==> src/rtl/sata_link_manager.sv <==
`default_nettype none
// ---------------------------------------------------------------------------
// sata_link_manager : SATA PHY/OOB bring-up sequencer (speed select, lock, retry)
// Revision: 1.0
// ---------------------------------------------------------------------------
module sata_link_manager #(
  parameter int HOLD_CYCLES  = 16,
  parameter int LOCK_TIMEOUT = 65536,
  parameter int LINK_TIMEOUT = 1500000,
  parameter int ATTEMPTS     = 3,
  parameter int LOSS_FILTER  = 8,
  parameter bit START_GEN2   = 1'b1
) (
  input  logic       clk,
  input  logic       reset_n,
  input  logic       host_reset_req,
  input  logic       rx_locked,
  input  logic       linkup,
  input  logic       speed_ack,
  output logic       oob_reset,
  output logic       gen2,
  output logic       speed_req,
  output logic       link_up,
  output logic       link_lost,
  output logic       speed_fallback,
  output logic [3:0] attempt_cnt,
  output logic [2:0] state_out
);

  typedef enum logic [2:0] {
    RESET_HOLD = 3'd0,
    SPEED_REQ  = 3'd1,
    WAIT_LOCK  = 3'd2,
    OOB_RUN    = 3'd3,
    LINKED     = 3'd4,
    FAIL       = 3'd5
  } state_t;

  localparam int          LOSS_W    = $clog2(LOSS_FILTER + 1);
  localparam logic [23:0] HOLD_LAST = 24'(HOLD_CYCLES - 1);
  localparam logic [23:0] LOCK_LAST = 24'(LOCK_TIMEOUT - 1);
  localparam logic [23:0] LINK_LAST = 24'(LINK_TIMEOUT - 1);
  localparam logic [3:0]  ATT_LAST  = 4'(ATTEMPTS - 1);
  localparam logic [LOSS_W-1:0] LOSS_LAST = LOSS_W'(LOSS_FILTER - 1);

  state_t            state_q, state_d;
  logic [23:0]       timer_q, timer_d;
  logic [3:0]        attempt_q, attempt_d;
  logic [LOSS_W-1:0] loss_cnt_q, loss_cnt_d;
  logic              gen2_q, gen2_d;
  logic              dirty_q, dirty_d;
  logic              oob_reset_q, oob_reset_d;
  logic              speed_req_q, speed_req_d;
  logic              link_up_q, link_up_d;
  logic              link_lost_q, link_lost_d;
  logic              speed_fallback_q, speed_fallback_d;

  always_comb begin
    state_d          = state_q;
    attempt_d        = attempt_q;
    gen2_d           = gen2_q;
    loss_cnt_d       = '0;
    link_lost_d      = 1'b0;
    speed_fallback_d = 1'b0;

    case (state_q)
      RESET_HOLD: begin
        if (timer_q == HOLD_LAST) state_d = dirty_q ? SPEED_REQ : WAIT_LOCK;
      end
      SPEED_REQ: begin
        if (speed_ack) state_d = WAIT_LOCK;
      end
      WAIT_LOCK: begin
        if (rx_locked)                 state_d = OOB_RUN;
        else if (timer_q == LOCK_LAST) state_d = FAIL;
      end
      OOB_RUN: begin
        if (linkup)                    state_d = LINKED;
        else if (timer_q == LINK_LAST) state_d = FAIL;
      end
      FAIL: begin
        if (attempt_q == ATT_LAST) begin
          attempt_d        = 4'd0;
          gen2_d           = ~gen2_q;
          speed_fallback_d = 1'b1;
        end else begin
          attempt_d = attempt_q + 4'd1;
        end
        state_d = RESET_HOLD;
      end
      LINKED: begin
        if (!linkup) begin
          if (loss_cnt_q == LOSS_LAST) begin
            link_lost_d = 1'b1;
            gen2_d      = START_GEN2;
            attempt_d   = 4'd0;
            state_d     = RESET_HOLD;
          end else begin
            loss_cnt_d = loss_cnt_q + LOSS_W'(1);
          end
        end
      end
      default: state_d = RESET_HOLD;
    endcase

    if (state_d == LINKED && state_q != LINKED) attempt_d = 4'd0;

    // Host restart overrides everything, including pending pulses.
    if (host_reset_req) begin
      state_d          = RESET_HOLD;
      attempt_d        = 4'd0;
      gen2_d           = START_GEN2;
      loss_cnt_d       = '0;
      link_lost_d      = 1'b0;
      speed_fallback_d = 1'b0;
    end

    // A host restart from RESET_HOLD re-enters the state and restarts the hold.
    timer_d = (host_reset_req || state_d != state_q) ? 24'd0 : timer_q + 24'd1;

    if (gen2_d != gen2_q) dirty_d = 1'b1;
    else if (speed_ack)   dirty_d = 1'b0;
    else                  dirty_d = dirty_q;

    oob_reset_d = !(state_d == OOB_RUN || state_d == LINKED);
    speed_req_d = (state_d == SPEED_REQ);
    link_up_d   = (state_d == LINKED);
  end

  always_ff @(posedge clk or negedge reset_n) begin
    if (!reset_n) begin
      state_q          <= RESET_HOLD;
      timer_q          <= 24'd0;
      attempt_q        <= 4'd0;
      loss_cnt_q       <= '0;
      gen2_q           <= START_GEN2;
      dirty_q          <= 1'b1;
      oob_reset_q      <= 1'b1;
      speed_req_q      <= 1'b0;
      link_up_q        <= 1'b0;
      link_lost_q      <= 1'b0;
      speed_fallback_q <= 1'b0;
    end else begin
      state_q          <= state_d;
      timer_q          <= timer_d;
      attempt_q        <= attempt_d;
      loss_cnt_q       <= loss_cnt_d;
      gen2_q           <= gen2_d;
      dirty_q          <= dirty_d;
      oob_reset_q      <= oob_reset_d;
      speed_req_q      <= speed_req_d;
      link_up_q        <= link_up_d;
      link_lost_q      <= link_lost_d;
      speed_fallback_q <= speed_fallback_d;
    end
  end

  assign oob_reset      = oob_reset_q;
  assign gen2           = gen2_q;
  assign speed_req      = speed_req_q;
  assign link_up        = link_up_q;
  assign link_lost      = link_lost_q;
  assign speed_fallback = speed_fallback_q;
  assign attempt_cnt    = attempt_q;
  assign state_out      = state_q;

endmodule
`default_nettype wire

==> config.mk <==
export PLATFORM = sky130hd
export DESIGN_NAME = sata_link_manager
export DESIGN_NICKNAME = d
export VERILOG_FILES = /design/src/rtl/sata_link_manager.sv
export SDC_FILE = /design/constraint.sdc
export NUM_CORES = 1
export LEC_CHECK = 0
export CAP_MARGIN = 5
export CORE_UTILIZATION = 50
export CTS_CLUSTER_DIAMETER = 150
export DETAILED_ROUTE_END_ITERATION = 7
export PLACE_DENSITY = 0.72
export SLEW_MARGIN = 20
export SYNTH_ARGS = -nofsm -noshare
export SYNTH_HDL_FRONTEND = slang
export SYNTH_SLANG_ARGS = --single-unit
export TNS_END_PERCENT = 100
==> constraint.sdc <==
create_clock -name clk -period 3.4 [get_ports clk]
set_clock_uncertainty 0.05 [all_clocks]
set_input_delay 0.68 -clock clk [delete_from_list [all_inputs] [get_ports clk]]
set_output_delay 0.68 -clock clk [all_outputs]
set_load 0.005 [all_outputs]
==> flow_metrics.tcl, run 1 <==
set metrics [dict create \
    cts-resized-gates 0 \
    grt_max_degree 43 \
    worstRegToRegCells 7 \
    start_util 0.5283 \
    nNetsFinal 271 \
    hold_path_class "flip-flop to flip-flop" \
    gp_congestion 0.7875 \
    finalSetupViolCount 0 \
    vdd_ir_drop_max_uv 316.8 \
    final_cells 314 \
    ys_seq_elements 42 \
    yosys_warnings 0 \
    ios 19 \
    synth.net_count 255 \
    avgRoutedWirePerCell_um 14.24 \
    cts_max_level 2 \
    drt_iter0_drc 91 \
    antenna_cells 0 \
    r2r_slack_ns 1.11 \
    dr_total_vias 1797 \
    timing.rr.end "timer_q[7]$_DFF_PN0_" \
    critPathSlowestCell "clkdlybuf4s50_1" \
    async_flop_share 1.000 \
    clk_latency_ns 0.29 \
    postSynthAreaPerCell_um2 9.519 \
    min_from "timer_q[0]$_DFF_PN0_" \
    crit_type "input port to flip-flop" \
    fmax_mhz 406.6 \
    antenna_found_initial 0 \
    yosysSeqAreaShare 0.4523 \
    rsz0062_at_grt "false" \
    fillCellCount 406 \
    worstReg2RegStart "state_out[0]$_DFF_PN0_" \
    route.detailed.drc 0 \
    via_per_inst 5.723 \
    max_slew_margin 0.3834 \
    hold_viol 0 \
    first_pass_iters 4 \
    slew_viol_final 0 \
    ant_nets 0 \
    worst_setup_path_end_kind "flip-flop" \
    grt_first_pass_wirelength_um 8121 \
    worstHoldPathCells 1 \
    startpoint_type "input port" \
    syn_inst 245 \
    cts.sinks 42 \
    crit_arrival_ns 2.57 \
    overflow 0 \
    cp_cell_sequence "clkdlybuf4s50_1 -> nand2b_1 -> a311oi_1 -> a21oi_1 -> o211ai_2 -> buf_4 -> nor2_1" \
    hold_end "timer_q[0]$_DFF_PN0_" \
    finalPower_mw 0.8770 \
    syn_to_final_growth_pct 11.53 \
    cts_tree "done" \
    layout_worst_path_cycle_share 0.7234 \
    p_leak_nw 1.116 \
    crit_buf_inv 2 \
    cts-root-buf "clkbuf_8" \
    drv_cap 0 \
    placementRows 24 \
    core_area_um2 4414 \
    track_usage 0.2071 \
    post_cts_buffers 0 \
    clock_path_buffers 2 \
    tightest_slew_ns 0.9250 \
    synth_edf_count 0 \
    first_global_vias 1788 \
    path_delay_family "buffers and inverters" \
    drive_gt1_frac 0.1260 \
    p_per_area_nw_per_um2 337.2 \
    port_buffers 18 \
    dieArea_um2 4941 \
    fp.dieW_um 70.30 \
    synth_area_um2 2332 \
    cp_max_fo 24 \
    fin_crit_ns 2.459 \
    synth_ff_type "dfrtp_1" \
    dpl.hpwl_um 3186 \
    dp.cells 306 \
    yosysUniqueCellTypes 54 \
    hold_buffers 0 \
    drt-total-wl_um 4470 \
    setup_tns_ns 0 \
    cp.required_ns 3.52 \
    cpPeakStageDelay_ns 0.52 \
    cts_buffers 5 \
    die_y_um 70.30 \
    cts.clk_slew.worst_paths_ns 0.07 \
    status "finished, final reports clean" \
]
metal layers:
metal | wire [um] | share of wire | GRT usage
met5 | 0 | 0 | 0
met4 | 56 | 0.013 | 0.06444
met3 | 189 | 0.042 | 0.05051
met2 | 2170 | 0.49 | 0.3407
met1 | 2054 | 0.46 | 0.2680
through the flow:
stage | hold slack, ns | setup slack (ns) | util | area (um^2)
floorplan | 0.3344 | 1.477 | - | 2332
global route | 0.4586 | 0.7626 | 0.5893 | 2601
global placement | 0.4086 | 0.6824 | 0.5706 | 2519
finish | 0.4460 | 0.9406 | 0.5893 | 2601
CTS | 0.4477 | 0.9488 | 0.5893 | 2601
detailed placement | 0.4244 | 0.6429 | 0.5706 | 2519
flip-flops by register name (all words and copies together), names as in the netlist, 3 cells and up:
register,count
attempt_cnt,4
loss_cnt_q,4
state_out,3
timer_q,24
worst max path at each step:
stage                      start                     to  slack, ns  cells past startpoint
after floorplan           linkup  timer_q[21]$_DFF_PN0_       1.48                      6
after global placement    linkup  timer_q[23]$_DFF_PN0_       0.68                      7
after detailed placement  linkup   timer_q[2]$_DFF_PN0_       0.64                      7
after CTS                 linkup   timer_q[2]$_DFF_PN0_       0.95                      7
after global routing      linkup   timer_q[2]$_DFF_PN0_       0.76                      7
final                     linkup   timer_q[7]$_DFF_PN0_       0.94                      7
where the power goes:
group	internal (mW)	total, mW	leakage, nW	switching, mW
registers	0.506	0.514	0.574	0.00809
clock network	0.142	0.308	0.0450	0.166
logic	0.0200	0.0548	0.497	0.0349
total	0.668	0.877	1.12	0.209
cell usage in the layout (no fill, tap or decap), types with 2 or more instances in the layout:
cell | synthesis | layout
nand2b_1 | 6 | 6
clkinv_2 | 0 | 2
nand4_1 | 9 | 9
o21ai_0 | 5 | 5
a211oi_1 | 2 | 2
and2b_1 | 2 | 2
a21o_1 | 2 | 2
nor3_1 | 8 | 8
and4_1 | 3 | 3
nand3_1 | 15 | 15
inv_1 | 8 | 8
dfstp_2 | 3 | 3
nor2_1 | 34 | 34
clkdlybuf4s50_1 | 0 | 17
xnor2_1 | 10 | 10
nor2b_1 | 2 | 2
xor2_1 | 13 | 13
clkbuf_8 | 0 | 5
nand2_1 | 14 | 14
dfrtp_1 | 39 | 39
ha_1 | 4 | 4
a21oi_1 | 5 | 5
nor3b_1 | 3 | 3
nor4_1 | 5 | 5
mux2_2 | 2 | 2
o21bai_1 | 2 | 2
and3_1 | 4 | 4
nor2_2 | 10 | 10
synth_stat cells, types with 3 or more instances:
library cell	n	area [um^2]
buf_2	4	20.02
and3_1	4	25.02
dfrtp_1	39	975.9
xor2_1	13	113.9
a21oi_1	5	25.02
nor3b_1	3	22.52
xnor2_1	10	87.58
nand4_1	9	56.30
dfstp_2	3	78.83
nor2_2	10	62.56
inv_1	8	30.03
ha_1	4	50.05
nor4_1	5	31.28
clkbuf_1	3	11.26
nor2_1	34	127.6
nor3_1	8	40.04
o21ai_0	5	25.02
and4_1	3	26.28
nand2_1	14	52.55
nand2b_1	6	37.54
nand3_1	15	75.07
kinds of logic (layout without fill, tap and decap cells):
family / after synthesis / in the layout / synth area share
muxes: 3 / 3 / 0.01395
DFF: 42 / 42 / 0.4523
AOI/OAI and AO/OA: 30 / 30 / 0.09281
xor gates and xnor gates: 23 / 23 / 0.08637
and+or+nand+nor: 125 / 125 / 0.2940
buffers and inverters: 18 / 35 / 0.03916
adders and majority gates: 4 / 4 / 0.02146
layout make-up:
type                    instances  area, um^2  area share
repair buffers                 19       182.7     0.07023
clock inverters                 2       10.01    0.003848
inverters                       8       30.03     0.01154
well taps                      52       65.06     0.02501
flip-flops and latches         42        1055      0.4055
clock buffers                   6       72.57     0.02790
multi-input cells             185        1186      0.4560
(Power assumes the default switching activity.)
==> inputs of run 2 (changes only) <==
--- a/config.mk
+++ b/config.mk
@@ -9,7 +9,7 @@
 export CORE_UTILIZATION = 50
 export CTS_CLUSTER_DIAMETER = 150
 export DETAILED_ROUTE_END_ITERATION = 7
-export PLACE_DENSITY = 0.72
+export PLACE_DENSITY = 0.75
 export SLEW_MARGIN = 20
 export SYNTH_ARGS = -nofsm -noshare
 export SYNTH_HDL_FRONTEND = slang
==> constraint.sdc (replaced) <==
create_clock -name clk -period 2 [get_ports clk]
set_clock_uncertainty 0.05 [all_clocks]
set_input_delay 0.4 -clock clk [delete_from_list [all_inputs] [get_ports clk]]
set_output_delay 0.4 -clock clk [all_outputs]
set_load 0.005 [all_outputs]
==> flow_metrics.tcl, run 2 (synthesis results as in run 1) <==
set metrics [dict create \
    fp.dieW_um 70.30 \
    dieArea_um2 4941 \
    first_pass_iters 4 \
    via_per_inst 5.703 \
    cts-root-buf "clkbuf_8" \
    p_per_area_nw_per_um2 550.0 \
    final_area_um2 3088 \
    final_cells 350 \
    max_slew_margin 0.6509 \
    clock_path_buffers 2 \
    hold_viol 0 \
    cts_max_level 2 \
    fin_crit_ns 2.072 \
    cts.sinks 42 \
    cpPeakStageDelay_ns 0.45 \
    first_global_vias 1944 \
    core_area_um2 4414 \
    cp_max_fo 8 \
    final_common_cell "dfrtp_1" \
    status "finished, violations left" \
    grt_max_degree 23 \
    hold_buffers 0 \
    dpl.hpwl_um 3629 \
    syn_to_final_growth_pct 32.40 \
    cts_tree "done" \
    crit_arrival_ns 2.21 \
    dp.cells 335 \
    layout_worst_path_cycle_share 1.036 \
    drv_cap 0 \
    cp.required_ns 2.14 \
    ios 19 \
    route.detailed.drc 0 \
    worst_setup_path_end_kind "flip-flop" \
    port_buffers 18 \
    fillCellCount 310 \
    die_y_um 70.30 \
    r2r_slack_ns -0.07 \
    start_util 0.5283 \
    grt_first_pass_wirelength_um 8735 \
    clk_latency_ns 0.30 \
    startpoint_type "flip-flop" \
    dr_total_vias 1996 \
    placementRows 24 \
    nNetsFinal 307 \
    slew_viol_final 0 \
    gp_congestion 0.8702 \
    fmax_mhz 482.6 \
    holdWs_ns 0.02118 \
    p_leak_nw 1.352 \
    overflow 0 \
    placed_area_um2 2761 \
    ant_nets 0 \
    antenna_found_initial 0 \
    drt-total-wl_um 5469 \
    crit_buf_inv 2 \
    largest_register_ff_count 24 \
    finalPower_mw 1.698 \
    layout_common_cells "dfrtp_1, buf_4, nor2_1, clkdlybuf4s50_1, nand2_1" \
    hold_path_class "input port to asynchronous set/reset pin" \
    finalSetupViolCount 25 \
    layout_setup_ws_ns -0.07215 \
    avgRoutedWirePerCell_um 15.63 \
    cts_buffers 5 \
    rsz0062_at_grt "true" \
    tightest_slew_ns 0.5237 \
    drt_iter0_drc 62 \
    critPathSlowestCell "dfrtp_2" \
    crit_type "flip-flop to flip-flop" \
    drive_gt1_frac 0.3054 \
    cp_cell_sequence "nor4_4 -> nand4_1 -> o22ai_2 -> o221ai_1 -> o211ai_2 -> buf_6 -> buf_12 -> nor2_2" \
    cts.clk_slew.worst_paths_ns 0.08 \
    antenna_cells 0 \
    track_usage 0.2213 \
    largest_register "timer_q" \
    violations "setup timing" \
    vdd_ir_drop_max_uv 440.5 \
    path_delay_family "simple AND/OR/NAND/NOR gates" \
]
[run 2: cell type report]
| cell class | count | area [um^2] | area share |
|---|---|---|---|
| multi-input combinational | 185 | 1320 | 0.4275 |
| sequential | 42 | 1060 | 0.3432 |
| timing repair buffer | 55 | 503.0 | 0.1629 |
| clock buffer | 6 | 72.57 | 0.02350 |
| tap | 52 | 65.06 | 0.02107 |
| clock inverter | 2 | 37.54 | 0.01216 |
| inverter | 8 | 30.03 | 0.009724 |
[run 2: path summary, 6_finish.rpt]
kind,from,cells past startpoint,endpoint
max reg2reg,timer_q[22]$_DFF_PN0_,8,timer_q[16]$_DFF_PN0_
min reg2reg,loss_cnt_q[0]$_DFF_PN0_,1,loss_cnt_q[0]$_DFF_PN0_
max in group asynchronous,reset_n,2,dirty_q$_DFFE_PN1P_
min in group clk,loss_cnt_q[0]$_DFF_PN0_,1,loss_cnt_q[0]$_DFF_PN0_
min,reset_n,1,attempt_cnt[1]$_DFFE_PN0P_
max,timer_q[22]$_DFF_PN0_,8,timer_q[16]$_DFF_PN0_
[run 2: per-stage QoR]
| stage | setup slack (ns) | setup TNS [ns] | util |
|---|---|---|---|
| 2_1_floorplan | 0.1206 | 0 | - |
| 3_3_place_gp | -0.1251 | -2.760 | 0.6256 |
| 3_5_place_dp | -0.1762 | -4.002 | 0.6256 |
| 4_1_cts | 0.02270 | 0 | 0.6548 |
| 5_1_grt | -0.1803 | -3.683 | 0.6995 |
| 6_report | -0.07215 | -1.428 | 0.6995 |
[run 2: power by group]
part           internal, mW  switching [mW]  leakage, nW  total, mW
sequential            0.860          0.0156        0.567      0.876
clock                 0.372           0.298       0.0514      0.670
combinational        0.0746          0.0777        0.733      0.152
[run 2: timing repair]
action,CTS,global route
resized for setup,3,31
pin swaps,1,12
setup endpoints to repair,22,28
gates cloned,0,1
setup buffers,0,6
[run 2: per-layer routing]
metal	track usage	vias up	wire length, um
met2	0.3714	36	2856
li1	-	960	-
met1	0.2800	987	2312
met3	0.04473	13	170
met4	0.08222	0	130
met5	0	-	0
==> inputs of run 3 (changes only) <==
--- a/config.mk
+++ b/config.mk
@@ -6,10 +6,11 @@
 export NUM_CORES = 1
 export LEC_CHECK = 0
 export CAP_MARGIN = 5
-export CORE_UTILIZATION = 50
+export CORE_UTILIZATION = 30
 export CTS_CLUSTER_DIAMETER = 150
 export DETAILED_ROUTE_END_ITERATION = 7
-export PLACE_DENSITY = 0.75
+export PLACE_DENSITY = 0.5
+export SETUP_SLACK_MARGIN = 0.02
 export SLEW_MARGIN = 20
 export SYNTH_ARGS = -nofsm -noshare
 export SYNTH_HDL_FRONTEND = slang
==> flow_metrics.tcl, run 3 (synthesis results as in run 1) <==
set metrics [dict create \
    cp_cell_sequence "and4_1 -> nand3_1 -> nor4_1 -> buf_4 -> a22o_1 -> a21oi_1 -> o2111a_1" \
    final_common_cell "buf_4" \
    fmax_mhz 509.8 \
    fp.dieW_um 90.17 \
    final_area_um2 3126 \
    wl_met2_um 2490 \
    hold_viol 0 \
    syn_to_final_growth_pct 34.01 \
    drive_gt1_frac 0.2787 \
    cts.sinks 42 \
    placed_area_um2 2890 \
    clock_path_buffers 2 \
    largest_register_ff_count 24 \
    die_y_um 90.17 \
    hold_path_class "flip-flop to flip-flop" \
    slew_viol_final 0 \
    cp_max_fo 5 \
    status "finished, final reports clean" \
    p_per_area_nw_per_um2 583.4 \
    crit_start "timer_q[9]$_DFF_PN0_" \
    core_area_um2 7370 \
    dpl.hpwl_um 3936 \
    wl_met1_um 2622 \
    rsz0062_at_grt "true" \
    finalSetupViolCount 0 \
    avgRoutedWirePerCell_um 13.14 \
    nNetsFinal 314 \
    cts-root-buf "clkbuf_8" \
    route.detailed.drc 0 \
    via_per_inst 4.819 \
    drt_iter0_drc 89 \
    worst_setup_path_end_kind "flip-flop" \
    tightest_slew_ns 0.4851 \
    clk_latency_ns 0.30 \
    track_usage 0.1389 \
    cp.required_ns 2.14 \
    worstReg2RegStart "timer_q[9]$_DFF_PN0_" \
    setup_tns_ns 0 \
    crit_type "flip-flop to flip-flop" \
    dr.max_layer_used "met4" \
    ios 19 \
    antenna_cells 0 \
    largest_register "timer_q" \
    crit_arrival_ns 2.10 \
    max_slew_margin 0.6766 \
    critPathSlowestCell "dfrtp_1" \
    fin_crit_ns 1.962 \
    dr_wl_met3_um 130 \
    cts_tree "done" \
    vdd_ir_drop_max_uv 335.2 \
    gp_congestion 0.7574 \
    dr_total_vias 1947 \
    pre_cts_ws_ns -0.1645 \
    overflow 0 \
    first_global_vias 1877 \
    first_pass_iters 4 \
    path_delay_family "simple AND/OR/NAND/NOR gates" \
    endpoint "speed_req$_DFF_PN0_" \
    worstRegToRegCells 7 \
    cts_max_level 2 \
    cpPeakStageDelay_ns 0.49 \
    p_leak_nw 1.399 \
    cts_buffers 5 \
    timing.rr.end "speed_req$_DFF_PN0_" \
    dieArea_um2 8131 \
    start_util 0.3165 \
    layout_worst_path_cycle_share 0.9808 \
    ant_nets 0 \
    grt_max_degree 25 \
    layout_common_cells "buf_4, dfrtp_1, nor2_1, clkdlybuf4s50_1" \
    drv_cap 0 \
    startpoint_type "flip-flop" \
    crit_cells 7 \
    crit_buf_inv 1 \
    port_buffers 18 \
    fillCellCount 747 \
    antenna_found_initial 0 \
    placementRows 31 \
    grt_first_pass_wirelength_um 9073 \
    cts.clk_slew.worst_paths_ns 0.09 \
    layout_setup_ws_ns 0.03833 \
    r2r_slack_ns 0.04 \
    multiInputGateArea_um2 1254 \
    drt-total-wl_um 5307 \
    register_area_um2 1056 \
]
==> run 3: cell count changes in the layout (fill, tap and decap cells not counted), sizes merged <==
cell / previous run / this run
buf: 37 / 44
dlygate4sd3: 0 / 1
clkinv: 0 / 1
clkbuf: 7 / 5
bufinv: 1 / 2
clkinvlp: 1 / 0
==> run 3: cell type report <==
| type | count | area share |
|---|---|---|
| multi-input combinational | 185 | 0.4011 |
| inverter | 8 | 0.009608 |
| timing repair buffer | 62 | 0.1677 |
| clock buffer | 5 | 0.02202 |
| sequential | 42 | 0.3379 |
| tap | 99 | 0.03963 |
| clock inverter | 3 | 0.02202 |
==> run 3: worst min path at each step <==
stage | slack (ns) | cells past startpoint | startpoint | end
2_1_floorplan | 0.05 | 0 | reset_n | attempt_cnt[0]$_DFFE_PN0P_
3_3_place_gp | 0.33 | 1 | reset_n | attempt_cnt[0]$_DFFE_PN0P_
3_5_place_dp | 0.34 | 1 | reset_n | attempt_cnt[0]$_DFFE_PN0P_
4_1_cts | 0.43 | 1 | loss_cnt_q[0]$_DFF_PN0_ | loss_cnt_q[0]$_DFF_PN0_
5_1_grt | 0.47 | 1 | loss_cnt_q[0]$_DFF_PN0_ | loss_cnt_q[0]$_DFF_PN0_
6_report | 0.43 | 1 | loss_cnt_q[0]$_DFF_PN0_ | loss_cnt_q[0]$_DFF_PN0_
==> run 3: layer usage <==
layer | vias up | GRT usage
li1 | 979 | -
met1 | 936 | 0.1974
met2 | 24 | 0.2144
met3 | 8 | 0.02623
met4 | 0 | 0.04032
met5 | - | 0
==> run 3: metrics by stage <==
step / instances / util / hold slack [ns] / power (mW)
floorplan: 245 / - / 0.05441 / 0.9471
global placement: 393 / 0.3922 / 0.3328 / 1.015
detailed placement: 393 / 0.3922 / 0.3388 / 1.017
CTS: 402 / 0.4124 / 0.4288 / 1.847
global route: 404 / 0.4241 / 0.4725 / 1.902
finish: 404 / 0.4241 / 0.4265 / 1.823
==> run 3: timing repair <==
action                                  CTS  global route
endpoints found under the setup margin   17            28
pin swaps                                 1             3
resized for setup                         1            13
hold buffers                              1             0
buffers inserted                          0             2
hold endpoints to repair                  1             0
==> run 3: power by group <==
| part | switching [mW] | total [mW] | internal, mW |
|---|---|---|---|
| logic | 0.0716 | 0.134 | 0.0621 |
| clock network | 0.319 | 0.820 | 0.501 |
| registers | 0.00978 | 0.870 | 0.860 |
| total | 0.401 | 1.82 | 1.42 |
